`config.mk`:
```
export PLATFORM = sky130hd
export DESIGN_NAME = mux_arb
export DESIGN_NICKNAME = d
export VERILOG_FILES = /design/src/rtl/mux_arb.sv
export SDC_FILE = /design/constraint.sdc
export NUM_CORES = 1
export LEC_CHECK = 0
export CAP_MARGIN = 20
export CORE_UTILIZATION = 30
export DETAILED_ROUTE_END_ITERATION = 10
export GPL_TIMING_DRIVEN = 0
export PLACE_DENSITY = 0.71
export RECOVER_POWER = 50
export SETUP_SLACK_MARGIN = 0.1
export SYNTH_ARGS = -nofsm -noshare
export SYNTH_HDL_FRONTEND = slang
export SYNTH_SLANG_ARGS = --single-unit
```
`constraint.sdc`:
```
create_clock -name clk -period 3.04 [get_ports clk]
set_input_delay 0.608 -clock clk [delete_from_list [all_inputs] [get_ports clk]]
set_output_delay 0.608 -clock clk [all_outputs]
set_load 0.05 [all_outputs]
```
`src/rtl/mux_arb.sv`:
```
// N-channel valid/ready multiplexer with one registered output stage.
// The grant comes from an explicit select or from a round-robin scan, chosen at run time by mode.
module mux_arb #(
    parameter  int WIDTH    = 32,
    parameter  int CHANNELS = 4,
    localparam int SEL_W    = $clog2(CHANNELS)
) (
    input  logic                      clk,
    input  logic                      rst,
    input  logic [CHANNELS*WIDTH-1:0] in_data,
    input  logic [CHANNELS-1:0]       in_valid,
    output logic [CHANNELS-1:0]       in_ready,
    input  logic                      mode,
    input  logic [SEL_W-1:0]          sel,
    output logic [WIDTH-1:0]          out_data,
    output logic [SEL_W-1:0]          out_chan,
    output logic                      out_valid,
    input  logic                      out_ready
);

    logic [WIDTH-1:0]    r_data;
    logic [SEL_W-1:0]    r_chan;
    logic                r_valid;
    logic [SEL_W-1:0]    r_ptr;

    logic                w_load;
    logic                w_grant;
    logic [SEL_W-1:0]    w_g;
    logic [SEL_W:0]      w_idx;
    logic [WIDTH-1:0]    w_data;
    logic [SEL_W-1:0]    w_ptr_next;
    logic [CHANNELS-1:0] w_ready;

    assign w_load = !r_valid || out_ready;

    // Grant decision; the scan runs backwards so the lowest offset from r_ptr wins.
    always_comb begin
        w_grant = 1'b0;
        w_g     = '0;
        w_idx   = '0;
        if (rst) begin
            w_grant = 1'b0;
        end else if (mode) begin
            for (int i = CHANNELS - 1; i >= 0; i--) begin
                w_idx = {1'b0, r_ptr} + (SEL_W+1)'(i);
                if (w_idx >= (SEL_W+1)'(CHANNELS)) begin
                    w_idx = w_idx - (SEL_W+1)'(CHANNELS);
                end else begin
                    w_idx = w_idx;
                end
                if (in_valid[w_idx[SEL_W-1:0]]) begin
                    w_grant = 1'b1;
                    w_g     = w_idx[SEL_W-1:0];
                end else begin
                    w_grant = w_grant;
                end
            end
        end else if ((32'(sel) < CHANNELS) && in_valid[sel]) begin
            w_grant = 1'b1;
            w_g     = sel;
        end else begin
            w_grant = 1'b0;
        end
    end

    // Data mux for the granted channel, plus per-channel ready decode.
    always_comb begin
        w_data  = '0;
        w_ready = '0;
        for (int k = 0; k < CHANNELS; k++) begin
            if (w_g == SEL_W'(k)) begin
                w_data     = in_data[k*WIDTH +: WIDTH];
                w_ready[k] = w_load && w_grant;
            end else begin
                w_ready[k] = 1'b0;
            end
        end
    end

    // Next pointer wraps explicitly so non-power-of-two channel counts work.
    always_comb begin
        if (w_g == SEL_W'(CHANNELS - 1)) begin
            w_ptr_next = '0;
        end else begin
            w_ptr_next = w_g + SEL_W'(1);
        end
    end

    assign in_ready = w_ready;

    // Output stage and fairness pointer; a grant implies the granted channel is valid.
    always_ff @(posedge clk or posedge rst) begin
        if (rst) begin
            r_data  <= '0;
            r_chan  <= '0;
            r_valid <= 1'b0;
            r_ptr   <= '0;
        end else if (w_load) begin
            if (w_grant) begin
                r_data  <= w_data;
                r_chan  <= w_g;
                r_valid <= 1'b1;
                r_ptr   <= w_ptr_next;
            end else begin
                r_valid <= 1'b0;
            end
        end else begin
            r_valid <= r_valid;
        end
    end

    assign out_data  = r_data;
    assign out_chan  = r_chan;
    assign out_valid = r_valid;

endmodule
```
==> flow_summary.yaml, run 1 <==
global_route:
  grt_max_degree: 21
  use_met2_pct: 38.5
  gr-max-usage-layer: "met2"
  grtUsageMet3_pct: 4.82
  grt-ovfl-total: 0
  grt_pass1_vias: 3143
  grt_first_pass_wirelength_microns: 16200
  antenna_found_initial: 0
  grt_usage_pct: 21.5
  met1_usage_pct: 26.1
setup_path:
  criticalPathCategory: "register to output port"
  r2r-start: "r_ptr[1]"
  critical_path.max_fanout: 5
  cp_data_required_time_ps: 2430
  rr_endpoint: "out_data[0]"
  reg2reg_setup_slack_ps: 200
  worst-r2r-cell-count: 11
  cp-start-kind: "register"
  crit_path_end_kind: "output port"
  cp_data_arrival_time_ps: 2410
synthesis:
  synthArstFlopShare_pct: 100
  synth_edf_count: 0
  yosysWarnings: 0
  ys_seq_area_share_pct: 33.7
  ys.flop_type: "dfrtp_1"
  synthCells: 274
  netlist_area_sq_um: 2750
  syn_area_per_cell_sq_um: 10.0
  synth_seq_cells: 37
  synth_fp_nets: 416
  synth_cell_type_count: 36
power:
  p_per_area_nw_per_um2: 608
  p_total_uw: 3230
  ir_drop_mv: 0.406
  p_leak_uw: 0.00211
die:
  row_count: 34
  die_h_microns: 97.7
  core_area_sq_um: 8810
  start_util_pct: 31.2
  die_x_microns: 97.7
  dieArea_sq_um: 9550
  io_pins: 177
clocking:
  cts_buffers: 5
  cts_max_level: 2
  holdBufCountCts: 0
  clockBufferDepth: 2
  insertion_delay_ps: 290
  cts_tree: "done"
  cts.sinks: 37
  cts-root-buf: "clkbuf_8"
  clk_pin_slew_ps: 70
cells_and_area:
  final_core_util_pct: 60.2
  antennaDiodeCount: 0
  final_cell_mix: "clkdlybuf4s50_1, dfrtp_1, nand2_1"
  areaGrowthSynthToFinish_pct: 92.9
  drive_gt1_share_pct: 30.8
  layout_commonest_cell: "clkdlybuf4s50_1"
  final_cell_area_sq_um: 5300
  layout.nets: 622
  nFillCells: 752
timing:
  holdWs_ps: 509
  timing.final.ws_setup_ps: 21.3
  finClkSkew_ps: 5.74
  max_clock_freq_mhz: 331
  finalSetupViolations: 0
  grt_setup_unrepaired: "true"
  period_needed_ps: 3020
  fin_crit_sh_pct: 99.3
  hold_violations: 0
  slew_headroom_pct: 63.3
  worst_pin_slew_ps: 551
  final-max-slew-violation-count: 0
route:
  drtPass1Iterations: 7
  totalWireLength_microns: 10700
  antenna_left: 0
  post-route-drc-count: 28
  drtIter0Drc: 107
  viasPerCell: 5.17
  routedWlPerCell_microns: 18.1
  vias: 3048
worst_hold_path:
  min_to: "out_data[17]"
  holdPathStages: 1
  hp-class: "register to register"
  hp-start: "out_data[17]"
flow_run:
  maxCapViolations: 0
status:
  outcome: "finished, violations left"
  violations: "design-rule violations"
place:
  gp_congestion: 0.774
  dp_hpwl_microns: 7510
  place_area_sq_um: 4730
  port_buffers: 175
  pre_cts_slack_ps: -1740
## worst max-delay path, cell delays in order (launching register included)
cell and delay, ps:
dfrtp_2 410, nand2b_4 130, a211o_1 280, a2111oi_4 390, o21a_1 200, ha_2 200
buf_8 120, clkbuf_16 120, and2_4 130, buf_8 130
## final cells by class
cell class | instances | area (sq um) | share of cell area, %
buffer | 24 | 258 | 4.86
clock buffer | 6 | 72.6 | 1.37
clock inverter | 2 | 10.0 | 0.189
inverter | 5 | 22.5 | 0.425
multi-input combinational | 207 | 1930 | 36.4
sequential | 37 | 928 | 17.5
tap | 108 | 135 | 2.55
timing repair buffer | 198 | 1930 | 36.5
timing repair inverter | 2 | 10.0 | 0.189
## metal layers
metal | part of all wire [%] | wire length, microns
met5 | 0 | 0
met2 | 51 | 5470
met4 | 1.7 | 182
met1 | 40 | 4310
met3 | 6.7 | 716
## power breakdown
part,total [uW],switching (uW),internal [uW],leakage [uW]
sequential,788,108,680,0.000447
combinational,2100,1140,957,0.00162
clock,340,181,159,0.0000450
total,3230,1430,1800,0.00211
## metrics by stage
step	cells	setup TNS [ps]
floorplan	274	0
global placement	557	-40330
detailed placement	557	-40070
CTS	582	-253
global route	589	-173
finish	589	0
## how the worst max path moves through the flow
stage	start	to	slack (ps)
finish	r_ptr[1]	in_ready[1]	20
global route	r_ptr[1]	in_ready[1]	-80
CTS	r_ptr[1]	in_ready[1]	-90
detailed placement	rst	in_ready[2]	-1740
global placement	rst	in_ready[2]	-1770
floorplan	in_valid[3]	in_ready[3]	70
## sequential cells by signal, indices dropped and copies added, names as in the netlist
| register | cells |
|---|---|
| r_ptr | 2 |
| out_data | 32 |
| out_valid | 1 |
| out_chan | 2 |
## synth_stat cells (2+ instances only)
cell / count / area share (%)
dfrtp_1: 37 / 34
nand2_1: 34 / 4.6
a221oi_1: 32 / 10
nor2b_1: 32 / 7.3
o31ai_1: 32 / 8.7
mux2_4: 26 / 14
clkbuf_1: 21 / 2.9
mux2_2: 8 / 3.3
a21oi_1: 5 / 0.91
inv_1: 5 / 0.68
and2_1: 4 / 0.91
ha_1: 4 / 1.8
o21ai_0: 4 / 0.73
buf_6: 3 / 1.2
nand2b_1: 3 / 0.68
a21o_1: 2 / 0.55
nor2_1: 2 / 0.27
o211ai_1: 2 / 0.55
## kinds of logic after synthesis
family	count (synthesis)	synth area share, %
buf+inv	30	4.96
compound gates	85	24.7
fa+ha+maj	4	1.82
mux	36	18.7
simple gates	82	16.2
flops	37	33.7
## what timing repair did
action                     in CTS  in global routing
setup endpoints to repair      36                 35
gates cloned                    2                  0
pin swaps                      10                  9
buffers inserted               15                  7
resized for setup              77                 63
Note: power is estimated with default switching activity, not from simulation.
==> run 2: changes to the inputs <==
- SETUP_SLACK_MARGIN: 0.1 -> not set
==> flow_summary.yaml, run 2 (synthesis results as in run 1) <==
status:
  outcome: "finished, violations left"
  violations: "design-rule violations, negative setup slack"
route:
  viasPerCell: 5.11
  routedWlPerCell_microns: 17.8
  antenna_left: 0
  drtPass1Iterations: 7
  totalWireLength_microns: 10400
  drtIter0Drc: 88
  vias: 2997
  post-route-drc-count: 28
setup_path:
  cp_data_arrival_time_ps: 2450
  worst-r2r-cell-count: 11
  critical_path.max_fanout: 3
  crit_path_max_incr_delay_ps: 450
  reg2reg_setup_slack_ps: 120
  crit_path_end_kind: "output port"
  r2r-start: "r_ptr[1]"
  cp_data_required_time_ps: 2430
  rr_endpoint: "out_data[16]"
  criticalPathCategory: "register to output port"
  cp-start-kind: "register"
  path_cells: "nand2b_4, a211o_1, a2111oi_4, o21a_1, buf_4, ha_4, clkbuf_16, and2_4, buf_8"
  crit_slowest_cell: "a2111oi_4"
worst_hold_path:
  min_to: "out_data[17]"
  holdPathStages: 1
  hp-start: "out_data[17]"
  hp-class: "register to register"
cells_and_area:
  layout_commonest_cell: "clkdlybuf4s50_1"
  areaGrowthSynthToFinish_pct: 86.1
  antennaDiodeCount: 0
  stdcell_count: 586
  largest_reg_flops: 32
  final_cell_mix: "clkdlybuf4s50_1, dfrtp_1, nand2_1"
  drive_gt1_share_pct: 25.5
  layout.nets: 619
  final_core_util_pct: 58.1
die:
  die_h_microns: 97.7
  io_pins: 177
  start_util_pct: 31.2
  core_area_sq_um: 8810
  row_count: 34
  die_x_microns: 97.7
  dieArea_sq_um: 9550
place:
  dp_hpwl_microns: 7420
  pre_cts_slack_ps: -2050
  placed_cells: 557
  port_buffers: 175
  gp_congestion: 0.766
clocking:
  cts_buffers: 5
  cts.sinks: 37
  cts-root-buf: "clkbuf_8"
  cts_max_level: 2
  holdBufCountCts: 0
  cts_tree: "done"
  insertion_delay_ps: 290
  clockBufferDepth: 2
  clk_pin_slew_ps: 70
global_route:
  grt_first_pass_wirelength_microns: 16400
  grt_pass1_vias: 3277
  antenna_found_initial: 0
  grt-ovfl-total: 0
  grt_usage_pct: 21.5
  grt_max_degree: 21
timing:
  period_needed_ps: 3060
  hold_violations: 0
  worst_pin_slew_ps: 978
  final-max-slew-violation-count: 0
  slew_headroom_pct: 34.8
  max_clock_freq_mhz: 327
  timing.final.ws_setup_ps: -17.8
  tns_ps: -30.8
  grt_setup_unrepaired: "true"
  finalSetupViolations: 2
  finClkSkew_ps: 4.14
  fin_crit_sh_pct: 101
flow_run:
  maxCapViolations: 0
power:
  p_leak_uw: 0.00202
  p_per_area_nw_per_um2: 611
  ir_drop_mv: 0.361
  p_total_uw: 3130
==> run 2: cell count changes in the layout (fill, tap and decap cells not counted), moves of 4 or more <==
| cell | change |
|---|---|
| buf_8 | -4 |
| clkbuf_1 | +6 |
| a221oi_1 | +13 |
| clkdlybuf4s50_1 | -14 |
| dlygate4sd3_1 | +14 |
| a221oi_2 | -13 |
==> run 2: metrics by stage <==
| stage | area, sq um | hold slack (ps) |
|---|---|---|
| floorplan | 2770 | 566 |
| global placement | 4650 | 490 |
| detailed placement | 4650 | 491 |
| CTS | 4970 | 514 |
| global route | 5120 | 513 |
| finish | 5120 | 505 |
==> run 2: power breakdown <==
part | leakage (uW) | switching (uW) | internal (uW)
combinational | 0.00153 | 1120 | 888
clock | 0.0000450 | 180 | 159
sequential | 0.000447 | 103 | 680
==> run 2: worst max path at each step <==
stage / slack (ps) / startpoint / endpoint / depth (start not counted)
after CTS: 20 / in_valid[2] / in_ready[3] / 10
after global placement: -2010 / rst / in_ready[2] / 8
after global routing: -110 / r_ptr[1] / in_ready[3] / 9
final: -20 / r_ptr[1] / in_ready[3] / 9
after floorplan: -100 / rst / in_ready[2] / 6
after detailed placement: -2050 / rst / in_ready[2] / 8
==> run 2: critical path: cells and delay by family (launching register included) <==
| kind | cells | cell delay [ps] |
|---|---|---|
| DFF | 1 | 410 |
| adders and majority gates | 1 | 140 |
| and+or+nand+nor | 2 | 260 |
| buffers and inverters | 3 | 380 |
| AOI/OAI and AO/OA | 3 | 960 |
==> run 2: layer usage <==
layer  vias to the layer above  global-route usage, %  wire [microns]
met4                         0                   4.31             133
met5                         -                      0               0
met2                       111                   40.2            5340
met1                      1431                   25.4            4350
met3                        14                   4.39             615
li1                       1441                      -               -
==> run 2: cell type report <==
| cell class | count | area [sq um] |
|---|---|---|
| flip-flops and latches | 37 | 928 |
| multi-input cells | 207 | 1850 |
| inverters | 5 | 20.0 |
| plain buffers | 20 | 169 |
| fillers | 810 | 3690 |
| clock buffers | 6 | 72.6 |
| clock inverters | 2 | 10.0 |
| repair inverters | 2 | 10.0 |
| well taps | 108 | 135 |
| repair buffers | 199 | 1920 |
==> run 2: timing repair <==
item | in CTS | in global routing
pin swaps | 9 | 6
gates resized for setup | 88 | 37
buffers inserted | 15 | 8
cloned | 2 | 0
endpoints found under the hold margin | 0 | 0
setup endpoints to repair | 36 | 34
==> run 3: changes to the inputs <==
- CORE_ASPECT_RATIO: not set -> 2
==> flow_summary.yaml, run 3 (synthesis results as in run 1) <==
route:
  wl_met1_microns: 3890
  wl_met3_microns: 542
  highest_layer: "met4"
  routedWlPerCell_microns: 19.1
  antenna_left: 0
  drtIter0Drc: 164
  totalWireLength_microns: 11100
  drtPass1Iterations: 4
  vias: 3042
  met2_length_microns: 6430
  post-route-drc-count: 0
  viasPerCell: 5.23
timing:
  grt_setup_unrepaired: "true"
  worst_pin_slew_ps: 918
  final-max-slew-violation-count: 0
  timing.final.ws_setup_ps: -17.7
  period_needed_ps: 3060
  holdWs_ps: 500
  finClkSkew_ps: 4.02
  finalSetupViolations: 2
  fin_crit_sh_pct: 101
  max_clock_freq_mhz: 327
  slew_headroom_pct: 38.8
  hold_violations: 0
cells_and_area:
  layout.nets: 621
  layout_commonest_cell: "clkdlybuf4s50_1"
  largest_reg_flops: 32
  final_cell_mix: "clkdlybuf4s50_1, dfrtp_1, nand2_1"
  stdcell_count: 582
  final_cell_area_sq_um: 5210
  antennaDiodeCount: 0
  drive_gt1_share_pct: 25.6
  areaGrowthSynthToFinish_pct: 89.5
power:
  p_total_uw: 3420
  swShare_pct: 42.2
  p_seq_share_pct: 23.3
  p_per_area_nw_per_um2: 657
  combPwrFrac_pct: 59.0
  power_frac_clock_pct: 17.7
  p_leak_uw: 0.00207
  ir_drop_mv: 0.391
  p_int_uw: 1980
  p_sw_uw: 1440
die:
  die_x_microns: 69.7
  core_area_sq_um: 8950
  start_util_pct: 30.7
  die_h_microns: 137
  row_count: 49
  dieArea_sq_um: 9570
  io_pins: 177
place:
  gp_congestion: 0.758
  dp_hpwl_microns: 7940
  port_buffers: 175
  placed_cells: 551
  place_area_sq_um: 4650
  pre_cts_slack_ps: -2110
global_route:
  grt-ovfl-total: 0
  grt_pass1_vias: 3292
  antenna_found_initial: 0
  grt_first_pass_wirelength_microns: 17100
  grt_usage_pct: 23.2
  grt_max_degree: 21
setup_path:
  cp_data_arrival_time_ps: 2450
  criticalPathCategory: "register to output port"
  cp-start-kind: "register"
  critical_path.max_fanout: 7
  cp_data_required_time_ps: 2430
  crit_path_end_kind: "output port"
clocking:
  cts_max_level: 2
  cts_tree: "done"
  holdBufCountCts: 0
  clk_pin_slew_ps: 60
  insertion_delay_ps: 280
  clockBufferDepth: 2
  cts-root-buf: "clkbuf_16"
  cts_buffers: 5
  cts.sinks: 37
status:
  violations: "negative setup slack"
  outcome: "finished, violations left"
worst_hold_path:
  hp-class: "register to register"
flow_run:
  maxCapViolations: 0
run 3: cell count changes in the layout (fill, tap and decap cells not counted), moves of 3 or more:
cell,before,now
buf_2,3,6
clkbuf_8,6,1
buf_4,26,23
clkbuf_16,2,6
run 3: routing by layer:
layer,track usage [%],up-vias
met2,47.2,117
met5,0,-
met1,22.6,1458
met3,4.83,18
li1,-,1449
met4,7.78,0
run 3: layout make-up:
class / instances / area [sq um]
inverters: 5 / 20.0
clock buffers: 7 / 143
well taps: 102 / 128
repair inverters: 2 / 10.0
clock inverters: 1 / 30.0
multi-input cells: 207 / 1860
fillers: 790 / 3740
plain buffers: 22 / 168
flip-flops and latches: 37 / 927
repair buffers: 199 / 1920
run 3: path summary, 6_finish.rpt:
kind	from	end	slack, ps	depth (start not counted)
setup / recovery	r_ptr[1]	in_ready[1]	-20	8
hold / removal	out_data[17]	out_data[17]	500	1
setup reg to reg	r_ptr[1]	out_data[24]	80	10
hold reg to reg	out_data[17]	out_data[17]	500	1
max in group asynchronous	rst	out_data[25]	1400	3
min in group asynchronous	rst	out_chan[1]	540	2
run 3: power groups by stage:
stage / clock (uW) / sequential (uW) / combinational, uW
after global routing: 644 / 820 / 2100
after global placement: 0 / 795 / 1900
after floorplan: 0 / 1420 / 575
final: 607 / 797 / 2020
after detailed placement: 0 / 797 / 1920
after CTS: 621 / 797 / 1980
run 3: repair_timing:
| action | 4_1_cts | 5_1_grt |
|---|---|---|
| gates cloned | 2 | 0 |
| gates resized for setup | 85 | 41 |
| buffers inserted | 11 | 12 |
| setup endpoints to repair | 36 | 34 |
| pin swaps | 7 | 9 |
run 3: worst max-delay path, stage by stage, from the launching register on:
cell and delay, ps:
dfrtp_1 380, nand2b_4 140, a211o_1 320, a2111oi_4 470
o21a_2 270, ha_4 180, buf_8 120, and2_4 140
buf_8 140
run 3: stage by stage:
step           util (%)  TNS, ps
2_1_floorplan         -     -204
3_3_place_gp       51.9   -43450
3_5_place_dp       51.9   -46820
4_1_cts            56.1     -104
5_1_grt            58.2     -404
6_report           58.2    -26.1
